[config.mk]
export PLATFORM = sky130hd
export DESIGN_NAME = score_keeper_flat
export DESIGN_NICKNAME = d
export VERILOG_FILES = /design/src/rtl/score_keeper_if.sv /design/src/rtl/score_keeper.sv /design/src/flat_wrapper.sv
export SDC_FILE = /design/constraint.sdc
export NUM_CORES = 1
export LEC_CHECK = 0
export ABC_CLOCK_PERIOD_IN_PS = 1900
export BUFFER_PORTS_ARGS = -buffer_cell sky130_fd_sc_hd__buf_2
export CAP_MARGIN = 20
export CORE_UTILIZATION = 25
export DETAILED_ROUTE_END_ITERATION = 12
export HOLD_SLACK_MARGIN = 0.05
export SLEW_MARGIN = 20
export SYNTH_ARGS = -nofsm -noshare
export SYNTH_HDL_FRONTEND = slang
export SYNTH_SLANG_ARGS = --single-unit
[constraint.sdc]
create_clock -name i_Clk -period 1.9 [get_ports i_Clk]
set_input_delay 0.38 -clock i_Clk [delete_from_list [all_inputs] [get_ports i_Clk]]
set_output_delay 0.38 -clock i_Clk [all_outputs]
set_load 0.05 [all_outputs]
[src/rtl/score_keeper_if.sv]
// Event strobes into and score/lives/display values out of score_keeper.
// master drives the frog event inputs; slave is the score_keeper side.
interface score_keeper_if;
  logic       i_Start;
  logic       i_Goal;
  logic       i_Hit;
  logic [5:0] o_Score;
  logic [5:0] o_Display_Score;
  logic [1:0] o_Lives;
  logic       o_Playing;
  logic       o_Game_Over;
  logic [5:0] o_High_Score;

  modport master (
    output i_Start, i_Goal, i_Hit,
    input  o_Score, o_Display_Score, o_Lives, o_Playing, o_Game_Over, o_High_Score
  );

  modport slave (
    input  i_Start, i_Goal, i_Hit,
    output o_Score, o_Display_Score, o_Lives, o_Playing, o_Game_Over, o_High_Score
  );
endinterface

[src/rtl/score_keeper.sv]
// Game score/lives controller (IDLE/PLAY/DYING/GAME_OVER) feeding the score display.
// Optional high-score tracking and display alternation: SCORE_KEEPER_HIGH_SCORE_EN.
module score_keeper #(
  parameter int unsigned MAX_SCORE         = 63,
  parameter int unsigned START_LIVES       = 3,
  parameter int unsigned DEATH_HOLD_CYCLES = 25_000_000,
  parameter int unsigned HS_TOGGLE_CYCLES  = 50_000_000
) (
  input  logic          i_Clk,
  input  logic          i_Rst_L,
  score_keeper_if.slave bus
);

  localparam int unsigned HOLD_W = $clog2(DEATH_HOLD_CYCLES + 1);

  typedef enum logic [1:0] {S_IDLE, S_PLAY, S_DYING, S_OVER} state_t;

  state_t            state_q, state_d;
  logic [2:0]        in_q, prev_q, ev;
  logic [5:0]        score_q, score_d;
  logic [6:0]        inc;
  logic [1:0]        lives_q, lives_d;
  logic [HOLD_W-1:0] hold_q, hold_d;
  logic [5:0]        disp_q, disp_d;
  logic              playing_q, over_q;

`ifdef SCORE_KEEPER_HIGH_SCORE_EN
  localparam int unsigned TOG_W = $clog2(HS_TOGGLE_CYCLES + 1);
  logic [5:0]       high_q, high_d;
  logic [TOG_W-1:0] tog_q, tog_d;
  logic             sel_q, sel_d;
`endif

  // in_q is the sampled input, prev_q its history: events reach state one clock later
  assign ev  = in_q & ~prev_q;
  assign inc = {1'b0, score_q} + 7'd1;

  always_comb begin
    state_d = state_q;
    score_d = score_q;
    lives_d = lives_q;
    hold_d  = hold_q;
    case (state_q)
      S_IDLE, S_OVER: begin
        if (ev[2]) begin
          state_d = S_PLAY;
          score_d = '0;
          lives_d = 2'(START_LIVES);
        end
      end
      S_PLAY: begin
        if (ev[0]) begin
          if (lives_q > 2'd1) begin
            lives_d = lives_q - 2'd1;
            hold_d  = '0;
            state_d = S_DYING;
          end else begin
            lives_d = '0;
            state_d = S_OVER;
          end
        end else if (ev[1]) begin
          score_d = (inc > 7'(MAX_SCORE)) ? 6'(MAX_SCORE) : inc[5:0];
        end
      end
      S_DYING: begin
        if (hold_q == HOLD_W'(DEATH_HOLD_CYCLES - 1)) state_d = S_PLAY;
        else                                          hold_d  = hold_q + HOLD_W'(1);
      end
      default: state_d = S_IDLE;
    endcase
  end

`ifdef SCORE_KEEPER_HIGH_SCORE_EN
  always_comb begin
    high_d = high_q;
    tog_d  = tog_q;
    sel_d  = sel_q;
    if (state_q != S_OVER && state_d == S_OVER) begin
      high_d = (score_q > high_q) ? score_q : high_q;
      tog_d  = '0;
      sel_d  = 1'b0;
    end else if (state_q == S_OVER && state_d == S_OVER) begin
      if (tog_q == TOG_W'(HS_TOGGLE_CYCLES - 1)) begin
        tog_d = '0;
        sel_d = ~sel_q;
      end else begin
        tog_d = tog_q + TOG_W'(1);
      end
    end
    disp_d = (state_d == S_OVER && sel_d) ? high_d : score_d;
  end

  always_ff @(posedge i_Clk or negedge i_Rst_L) begin
    if (!i_Rst_L) begin
      high_q <= '0;
      tog_q  <= '0;
      sel_q  <= 1'b0;
    end else begin
      high_q <= high_d;
      tog_q  <= tog_d;
      sel_q  <= sel_d;
    end
  end

  assign bus.o_High_Score = high_q;
`else
  always_comb begin
    disp_d = score_d;
  end

  assign bus.o_High_Score = '0;
`endif

  always_ff @(posedge i_Clk or negedge i_Rst_L) begin
    if (!i_Rst_L) begin
      state_q   <= S_IDLE;
      in_q      <= '0;
      prev_q    <= '0;
      score_q   <= '0;
      lives_q   <= '0;
      hold_q    <= '0;
      disp_q    <= '0;
      playing_q <= 1'b0;
      over_q    <= 1'b0;
    end else begin
      state_q   <= state_d;
      in_q      <= {bus.i_Start, bus.i_Goal, bus.i_Hit};
      prev_q    <= in_q;
      score_q   <= score_d;
      lives_q   <= lives_d;
      hold_q    <= hold_d;
      disp_q    <= disp_d;
      playing_q <= (state_d == S_PLAY);
      over_q    <= (state_d == S_OVER);
    end
  end

  assign bus.o_Score         = score_q;
  assign bus.o_Display_Score = disp_q;
  assign bus.o_Lives         = lives_q;
  assign bus.o_Playing       = playing_q;
  assign bus.o_Game_Over     = over_q;

endmodule

[src/flat_wrapper.sv]
// flat-port wrapper written by rule: the top's interface ports become plain ports
module score_keeper_flat 
#(
  parameter int unsigned MAX_SCORE         = 63,
  parameter int unsigned START_LIVES       = 3,
  parameter int unsigned DEATH_HOLD_CYCLES = 25_000_000,
  parameter int unsigned HS_TOGGLE_CYCLES  = 50_000_000
)
  (i_Clk, i_Rst_L, bus_i_Start, bus_i_Goal, bus_i_Hit, bus_o_Score, bus_o_Display_Score, bus_o_Lives, bus_o_Playing, bus_o_Game_Over, bus_o_High_Score);
  score_keeper_if bus_i ();
  input  logic i_Clk;
  input  logic i_Rst_L;
  input wire logic [$bits(bus_i.i_Start)-1:0] bus_i_Start;
  input wire logic [$bits(bus_i.i_Goal)-1:0] bus_i_Goal;
  input wire logic [$bits(bus_i.i_Hit)-1:0] bus_i_Hit;
  output wire logic [$bits(bus_i.o_Score)-1:0] bus_o_Score;
  output wire logic [$bits(bus_i.o_Display_Score)-1:0] bus_o_Display_Score;
  output wire logic [$bits(bus_i.o_Lives)-1:0] bus_o_Lives;
  output wire logic [$bits(bus_i.o_Playing)-1:0] bus_o_Playing;
  output wire logic [$bits(bus_i.o_Game_Over)-1:0] bus_o_Game_Over;
  output wire logic [$bits(bus_i.o_High_Score)-1:0] bus_o_High_Score;
  assign bus_i.i_Start = bus_i_Start;
  assign bus_i.i_Goal = bus_i_Goal;
  assign bus_i.i_Hit = bus_i_Hit;
  assign bus_o_Score = bus_i.o_Score;
  assign bus_o_Display_Score = bus_i.o_Display_Score;
  assign bus_o_Lives = bus_i.o_Lives;
  assign bus_o_Playing = bus_i.o_Playing;
  assign bus_o_Game_Over = bus_i.o_Game_Over;
  assign bus_o_High_Score = bus_i.o_High_Score;
  score_keeper #(.MAX_SCORE(MAX_SCORE), .START_LIVES(START_LIVES), .DEATH_HOLD_CYCLES(DEATH_HOLD_CYCLES), .HS_TOGGLE_CYCLES(HS_TOGGLE_CYCLES)) u_core (.i_Clk(i_Clk), .i_Rst_L(i_Rst_L), .bus(bus_i));
endmodule
==> flow_summary.json <==
{
  "status": "finished, final reports clean",
  "max_freq_ghz": 0.5520,
  "r2r_end": "u_core.hold_q[3]",
  "cts-htree-levels": 2,
  "numPortBuffers": 20,
  "clock_latency_ps": 300,
  "synthTopCellsByArea": "dfrtp_1 (43%), o21ai_0 (6.2%), nand2_1 (3.7%), buf_4 (3.6%), nor2_1 (3.3%)",
  "hold_violations": 0,
  "ir_drop_mv": 0.4294,
  "cellPowerDensity_nw_per_um2": 1009,
  "p_sw_frac": 0.4226,
  "drv_slew": 0,
  "ys_types": 50,
  "fin_crit_ps": 1812,
  "root_buffer": "clkbuf_8",
  "tightest_slew_ps": 552.5,
  "power.switching_mw": 1.303,
  "grt_pass1_vias": 2079,
  "coreArea_um2": 9774,
  "cp-start-kind": "flop",
  "dr.first_iter.drc_count": 223,
  "ys_top_cells_by_count": "dfrtp_1 (43), o21ai_0 (31), nand2_1 (25), nor2_1 (22), a21oi_1 (16)",
  "ioPinCount": 27,
  "die_y_um": 102.3,
  "critPathMaxFanout": 5,
  "clockPowerShare": 0.193,
  "finalWirelength_mm": 5.941,
  "wl_met2_mm": 2.774,
  "synth.most_common_cell": "dfrtp_1",
  "synth_top_area_frac": 0.4274,
  "die_w_um": 102.3,
  "yosysSeqAreaShare": 0.4274,
  "wl_per_cell_um": 13.17,
  "synth_edf_count": 0,
  "relSlewSlack": 0.6317,
  "cts_max_path_buffers": 2,
  "min_path_type": "in -> async",
  "start_util": 0.2576,
  "p_comb_frac": 0.456,
  "first_pass_iters": 6,
  "dp.cells": 439,
  "r2r_slack_ps": 90,
  "met1Wirelength_mm": 2.835,
  "whs_ps": 64.34,
  "fin_worst_skew_ps": 4.517,
  "overflow": 0,
  "drc": 0,
  "num_rows": 36,
  "drive_gt1_frac": 0.2358,
  "maxCapViolCount": 0,
  "dr_wl_met3_um": 230,
  "die_area_um2": 10470,
  "cp.required_ps": 2090,
  "gp_congestion": 0.8465,
  "cellLeakagePower_nw": 1.303,
  "cts_tree": "done",
  "vias": 2236,
  "arrival_ps": 2000,
  "final_core_util": 0.3125,
  "synth_cells": 282,
  "avgViaCountPerCell": 4.958,
  "async_reset_ff_frac": 1.000,
  "ant_nets": 0,
  "power.internal_mw": 1.780,
  "avgSynthCellArea_um2": 8.927,
  "grt_max_degree": 30,
  "insertedDiodeCount": 0,
  "grtUsageTotal": 0.1216,
  "stdcell_count": 451,
  "antenna_found_initial": 0,
  "synth-seq-cells": 43,
  "highest_layer": "met4",
  "clkSinkCount": 43,
  "rr_startpoint": "u_core.hold_q[20]",
  "r2r_cells": 6,
  "fillerInstances": 1037,
  "fin_total_pwr_mw": 3.083,
  "grt_first_pass_wirelength_mm": 9.956,
  "synth_ff_type": "dfrtp_1",
  "startpoint": "u_core.hold_q[20]",
  "power_frac_seq": 0.351,
  "numCtsBuffers": 5,
  "area_delta_synth_final_pct": 21.32,
  "path_clk_slew_ps": 80,
  "syn_area_um2": 2517,
  "fin_nets": 328,
  "finalSetupViolCount": 0,
  "hpwl_mm": 4.046,
  "synth_warnings": 0,
  "worstSetupPathType": "reg -> reg",
  "post-synth-top-area-cell": "dfrtp_1",
  "end_kind": "flop",
  "fin_crit_sh": 0.9535
}
==> flip-flops by register name, indices dropped and copies added, names as in the netlist <==
signal / count
u_core.bus.o_Score: 6
u_core.prev_q: 3
u_core.hold_q: 25
u_core.in_q: 3
u_core.bus.o_Game_Over: 1
u_core.bus.o_Playing: 1
u_core.bus.o_Lives: 2
u_core.state_q: 2
==> critical path, stage by stage (launching register included) <==
cell and delay [ps]:
dfrtp_1 410, and4_1 270, nand3b_1 270, nor3_2 60, buf_4 160, o311a_1 320, a211o_1 220
==> power groups by stage <==
stage	Combinational, mW	Clock (mW)	Sequential (mW)
2_1_floorplan	0.770	0	1.28
3_3_place_gp	1.24	0	1.10
3_5_place_dp	1.25	0	1.10
4_1_cts	1.26	0.617	1.08
5_1_grt	1.54	0.656	1.10
6_report	1.41	0.596	1.08
==> kinds of logic after synthesis <==
family          count (synthesis)  synth area share
mux                             4           0.01591
buf+inv                        37           0.07505
simple gates                  108            0.2440
flops                          43            0.4274
fa+ha+maj                       5           0.02485
compound gates                 80            0.1973
other cells                     1          0.001490
xor+xnor                        4           0.01392
==> final cells by class <==
| cell class | instances | area [um^2] | share of cell area |
|---|---|---|---|
| inverter | 13 | 48.80 | 0.01598 |
| timing repair buffer | 48 | 341.6 | 0.1118 |
| clock buffer | 6 | 82.58 | 0.02704 |
| clock inverter | 1 | 5.005 | 0.001639 |
| sequential | 43 | 1076 | 0.3523 |
| tap | 133 | 166.4 | 0.05449 |
| multi-input combinational | 207 | 1334 | 0.4367 |
==> how the worst max path moves through the flow <==
stage | to | slack, ps | depth (start not counted)
final | u_core.hold_q[3] | 90 | 6
after global routing | u_core.bus.o_Playing | -60 | 6
after CTS | u_core.hold_q[9] | 30 | 9
after detailed placement | u_core.hold_q[22] | 50 | 7
after global placement | u_core.bus.o_Playing | 70 | 6
after floorplan | u_core.hold_q[22] | 30 | 8
==> layer usage <==
| metal | vias to the layer above | global-route usage |
|---|---|---|
| met2 | 54 | 0.1941 |
| met1 | 1090 | 0.1619 |
| met4 | 0 | 0.04615 |
| met3 | 6 | 0.02462 |
| met5 | - | 0 |
| li1 | 1086 | - |
==> cells in the final DEF, fill, tap and decap left out, types with 5 or more instances in the layout <==
master,count
a21oi_1,16
a31oi_1,5
buf_2,20
buf_4,23
clkbuf_8,6
conb_1,6
dfrtp_1,43
inv_1,11
nand2_1,25
nand3_1,12
nand4_1,11
nor2_1,21
o21ai_0,27
o21ai_1,5
==> per-stage QoR <==
| step | TNS [ps] | setup WS (ps) | cell area [um^2] |
|---|---|---|---|
| 4_1_cts | 0 | 32.15 | 2935 |
| 3_3_place_gp | 0 | 67.13 | 2848 |
| 5_1_grt | -110.6 | -58.18 | 3054 |
| 6_report | 0 | 88.36 | 3054 |
| 2_1_floorplan | 0 | 30.82 | 2536 |
| 3_5_place_dp | 0 | 52.61 | 2848 |
==> repair_timing <==
action | CTS | global route
setup buffers | 0 | 4
hold buffers | 0 | 0
resized for setup | 0 | 23
endpoints found under the setup margin | 0 | 29
hold endpoints to repair | 0 | 0
No activity file was read; power rests on OpenSTA's default activity.
